### config.mk
export PLATFORM = sky130hd
export DESIGN_NAME = noc_tx_framer
export DESIGN_NICKNAME = d
export VERILOG_FILES = /design/src/rtl/noc_tx_framer.sv
export SDC_FILE = /design/constraint.sdc
export NUM_CORES = 1
export LEC_CHECK = 0
export CAP_MARGIN = 15
export CORE_ASPECT_RATIO = 0.5
export CORE_MARGIN = 5
export CORE_UTILIZATION = 40
export CTS_BUF_LIST = sky130_fd_sc_hd__clkbuf_2
export DETAILED_ROUTE_END_ITERATION = 10
export SYNTH_ARGS = -nofsm -noshare
export SYNTH_HDL_FRONTEND = slang
export SYNTH_SLANG_ARGS = --single-unit
### constraint.sdc
create_clock -name clk -period 5.3 [get_ports clk]
set_clock_uncertainty 0.15 [all_clocks]
set_input_delay 1.06 -clock clk [delete_from_list [all_inputs] [get_ports clk]]
set_output_delay 1.06 -clock clk [all_outputs]
set_load 0.02 [all_outputs]
### src/rtl/noc_tx_framer.sv
// Byte-wide request framer for the NOC port wrapper: serializes read/write requests
// onto the wrapper's "to" interface, launching a write only once its payload is buffered.
module noc_tx_framer #(
  parameter int         FIFO_DEPTH = 16,
  parameter int         ADDR_BYTES = 4,
  parameter logic [7:0] SRC_ID     = 8'h01
) (
  input  logic                    clk,
  input  logic                    reset,
  input  logic                    req_valid,
  output logic                    req_ready,
  input  logic                    req_op,
  input  logic [7:0]              req_dest,
  input  logic [8*ADDR_BYTES-1:0] req_addr,
  input  logic [4:0]              req_len,
  input  logic                    wr_data_valid,
  output logic                    wr_data_ready,
  input  logic [7:0]              wr_data,
  output logic                    noc_to_dev_ctl,
  output logic [7:0]              noc_to_dev_data,
  output logic                    busy,
  output logic                    err_pulse
);

  localparam int              PW        = $clog2(FIFO_DEPTH);
  localparam int              CW        = $clog2(FIFO_DEPTH + 1);
  localparam logic [PW-1:0]   PTR_LAST  = PW'(FIFO_DEPTH - 1);
  localparam logic [CW-1:0]   DEPTH_C   = CW'(FIFO_DEPTH);
  localparam logic [4:0]      ADDR_LAST = 5'(ADDR_BYTES - 1);

  typedef enum logic [2:0] {IDLE, HDR, DEST, SRC, ADDR, DATA, GAP} state_t;

  state_t                  state, state_next;
  logic [7:0]              mem [FIFO_DEPTH];
  logic [PW-1:0]           wr_ptr, rd_ptr;
  logic [CW-1:0]           fifo_count, count_next;
  logic                    op_q;
  logic [7:0]              dest_q;
  logic [8*ADDR_BYTES-1:0] addr_q, addr_shift;
  logic [4:0]              len_q, cnt;
  logic                    len_bad, accept, push, pop;
  logic                    ctl_next;
  logic [7:0]              data_next;

  // busy covers the whole wire span through GAP, so it also blocks acceptance there
  assign len_bad    = (req_len == 5'd0) || (req_len > 5'd16);
  assign req_ready  = (state == IDLE) && !busy && !reset &&
                      (!req_op || (fifo_count >= CW'(req_len)) || len_bad);
  assign accept     = req_valid && req_ready;
  assign push       = wr_data_valid && wr_data_ready;
  assign pop        = (state == DATA);
  assign count_next = fifo_count + CW'(push) - CW'(pop);

  always_comb begin
    state_next = state;
    case (state)
      IDLE:    if (accept && !len_bad) state_next = HDR;
      HDR:     state_next = DEST;
      DEST:    state_next = SRC;
      SRC:     state_next = ADDR;
      ADDR:    if (cnt == ADDR_LAST) state_next = op_q ? DATA : GAP;
      DATA:    if (cnt == len_q - 5'd1) state_next = GAP;
      GAP:     state_next = IDLE;
      default: state_next = IDLE;
    endcase
  end

  // Byte for the wire; registered below so the wire trails the state by one cycle
  always_comb begin
    ctl_next   = 1'b1;
    data_next  = 8'h00;
    addr_shift = addr_q >> {cnt, 3'b000};
    case (state)
      HDR:  data_next = {(op_q ? 3'b010 : 3'b001), len_q - 5'd1};
      DEST: begin ctl_next = 1'b0; data_next = dest_q; end
      SRC:  begin ctl_next = 1'b0; data_next = SRC_ID; end
      ADDR: begin ctl_next = 1'b0; data_next = addr_shift[7:0]; end
      DATA: begin ctl_next = 1'b0; data_next = mem[rd_ptr]; end
      default: begin ctl_next = 1'b1; data_next = 8'h00; end
    endcase
  end

  always_ff @(posedge clk) begin
    if (reset) begin
      state           <= IDLE;
      cnt             <= 5'd0;
      op_q            <= 1'b0;
      dest_q          <= 8'h00;
      addr_q          <= '0;
      len_q           <= 5'd0;
      noc_to_dev_ctl  <= 1'b1;
      noc_to_dev_data <= 8'h00;
      busy            <= 1'b0;
      err_pulse       <= 1'b0;
      wr_ptr          <= '0;
      rd_ptr          <= '0;
      fifo_count      <= '0;
      wr_data_ready   <= 1'b1;
    end else begin
      state           <= state_next;
      cnt             <= (state_next != state) ? 5'd0 : cnt + 5'd1;
      if (accept) begin
        op_q   <= req_op;
        dest_q <= req_dest;
        addr_q <= req_addr;
        len_q  <= req_len;
      end
      noc_to_dev_ctl  <= ctl_next;
      noc_to_dev_data <= data_next;
      busy            <= (state != IDLE);
      err_pulse       <= accept && len_bad;
      if (push) wr_ptr <= (wr_ptr == PTR_LAST) ? '0 : wr_ptr + 1'b1;
      if (pop)  rd_ptr <= (rd_ptr == PTR_LAST) ? '0 : rd_ptr + 1'b1;
      fifo_count      <= count_next;
      wr_data_ready   <= (count_next < DEPTH_C);
    end
  end

  // Payload storage needs no reset; pointers and count define what is valid
  always_ff @(posedge clk) begin
    if (push && !reset) mem[wr_ptr] <= wr_data;
  end

endmodule

==> impl_metrics.yaml <==
synthesis:
  synth.distinct_cells: 55
  synthTopCellsByArea: "edfxtp_1, dfxtp_1, mux4_2"
  ys_warn_count: 0
  synth_compound_area_share_pct: 11.0
  ys_seq_elements: 211
  synth_edf_count: 128
  synthAdderAreaFrac_pct: 2.57
  synthFlopType: "edfxtp_1"
  synth_cells: 680
  synth_async_sr_flop_share_pct: 0
  synth_top_cell_area_share_pct: 42.5
  synth.area.mux_share_pct: 10.8
  synth_top_area_cell: "edfxtp_1"
  synth_fp_nets: 756
  synth_xor_area_share_pct: 1.98
  synth_simple_gate_area_share_pct: 8.38
  yosysSeqAreaShare_pct: 60.9
  synth_area_sq_mm: 0.00904
  avgSynthCellArea_sq_um: 13.3
  synth_top_family_by_area: "compound AO/OA/AOI/OAI gates"
global_routing:
  grt_pass1_wl_um: 33400
  grtUsageTotal_pct: 16.5
  grt_max_degree: 47
  antenna_found_initial: 0
  grt_pass1_vias: 5956
  grt-ovfl-total: 0
timing:
  tightest_slew_ps: 1130
  period_share_pct: 85.3
  rsz0062_at_grt: "no"
  slew_headroom_pct: 24.9
  slew_viol_final: 0
  hold_violations: 0
  post-route-min-period_ps: 4520
  setup_viol: 0
  fmax_ghz: 0.221
  tns_ps: 0
cells_and_area:
  final_common_cell: "edfxtp_1"
  stdcell_area_sq_mm: 0.0104
  fin_util_pct: 47.2
  finish.net_count: 842
  drive_gt1_share_pct: 15.9
  instances_no_fill: 1101
  num_antenna_cells: 0
  n_fill_cell: 2019
  layout_common_cells: "edfxtp_1, dfxtp_1, clkbuf_2"
  area_growth_pct: 14.6
outcome:
  status: "completed"
worst_setup_path:
  worst-endpoint-arrival_ps: 3310
  start_kind: "primary input"
  worstSetupEndpointType: "primary output"
  crit_fanout: 3
  path_class: "primary input to primary output"
  critPathRequiredTime_ps: 4090
place:
  place_area_sq_mm: 0.00987
  gp_congestion: 0.862
  io_buffers: 70
  dp_hpwl_um: 13900
  placed_cells: 1014
clock_network:
  htreeDepth: 2
  clkSinkCount: 211
  cts-root-buf: "clkbuf_2"
  tritoncts: "yes"
  cts_made_buffers: 49
  cts_setup_buffers: 0
  cts_resized: 0
  clk_pin_slew_ps: 90
  cts_buffer_depth: 3
  postCtsHoldBufs: 0
  clock_latency_ps: 780
pwr:
  p_leak_uw: 0.00353
  p_per_area_mw_per_mm2: 331
  peakVddDrop_mv: 0.120
routing:
  via_count: 5891
  antenna_left: 0
  via_per_inst: 5.35
  drt_wl_total_um: 21500
  dr.pass1.iters: 5
  drtIter0Drc: 505
  wl_per_cell_um: 19.5
  drc_errors: 0
die:
  initial_core_util_pct: 41.2
  die_w_um: 223
  io_pins: 71
  fp.dieArea_sq_mm: 0.0259
  fp.dieH_um: 116
  core-area_sq_mm: 0.0220
  row_count: 38
worst_hold_path:
  min_path_type: "flip-flop to flip-flop"
run:
  cap_violations: 0
## synth_stat cells (8+ instances only)
master / number
edfxtp_1: 128
dfxtp_1: 83
a21oi_1: 69
nand3_1: 62
o21ai_0: 49
nand2_1: 37
nor2_1: 31
mux4_2: 23
inv_1: 20
ha_1: 17
mux4_1: 17
clkbuf_1: 15
buf_2: 14
a22oi_1: 11
a31oi_1: 10
xnor2_1: 8
xor2_1: 8
## critical path: stages
cell	delay, ps
clkdlybuf4s50_1	530
inv_1	60
ha_1	310
a21o_1	130
a31oi_2	70
o211a_4	290
nor3_1	220
clkdlybuf4s50_1	650
## path summary, 6_finish.rpt
check | to | slack, ps | from | cells past startpoint
hold reg to reg | dest_q[0]$_SDFFE_PP0N_ | 330 | dest_q[0]$_SDFFE_PP0N_ | 2
setup reg to reg | wr_data_ready$_SDFF_PP1_ | 1930 | state[1]$_SDFF_PP0_ | 13
hold / removal | dest_q[0]$_SDFFE_PP0N_ | 330 | dest_q[0]$_SDFFE_PP0N_ | 2
setup / recovery | req_ready | 780 | req_len[2] | 8
## cell families (layout without fill, tap and decap cells)
kind of cell             count (synthesis)  after routing
AND/OR/NAND/NOR                        158            158
adder cells (fa/ha/maj)                 18             18
buffers and inverters                   65            186
flip-flops                             211            211
AO/OA/AOI/OAI                          169            169
XOR/XNOR                                18             18
multiplexers                            41             41
## sequential cells by signal, indices dropped and copies added, names as in the netlist, named ones only
name             flops
addr_q              32
busy                 1
cnt                  5
dest_q               8
err_pulse            1
fifo_count           5
len_q                5
mem                128
noc_to_dev_ctl       1
noc_to_dev_data      8
op_q                 1
rd_ptr               4
state                3
wr_data_ready        1
wr_ptr               4
## final cells by class
| cell class | instances | area (sq um) | area share [%] |
|---|---|---|---|
| inverter | 20 | 75.1 | 0.724 |
| sequential | 211 | 5510 | 53.1 |
| multi-input combinational | 404 | 3150 | 30.4 |
| timing repair buffer | 80 | 783 | 7.56 |
| clock buffer | 76 | 380 | 3.67 |
| tap | 300 | 375 | 3.62 |
| clock inverter | 10 | 95.1 | 0.917 |
## routing by layer
| layer | part of all wire [%] | track usage [%] | up-vias | wire length [um] |
|---|---|---|---|---|
| li1 | - | - | 2772 | - |
| met1 | 45 | 21.7 | 2910 | 9570 |
| met2 | 47 | 27.0 | 173 | 10200 |
| met3 | 6.2 | 4.90 | 36 | 1330 |
| met4 | 1.7 | 4.98 | 0 | 372 |
| met5 | 0 | 0 | - | 0 |
## power breakdown
group	switching [uW]	total, uW	leakage, uW	internal [uW]
clock network	651	1120	0.000359	474
logic	252	451	0.00134	200
registers	57.8	1860	0.00183	1800
## through the flow
step | hold WS, ps | total power [uW] | worst slack (ps)
after floorplan | 301 | 2190 | 1600
after global placement | 311 | 2330 | 792
after detailed placement | 318 | 2340 | 772
after CTS | 333 | 3460 | 766
after global routing | 354 | 3620 | 641
final | 334 | 3430 | 777
No activity file was read; power rests on OpenSTA's default activity.
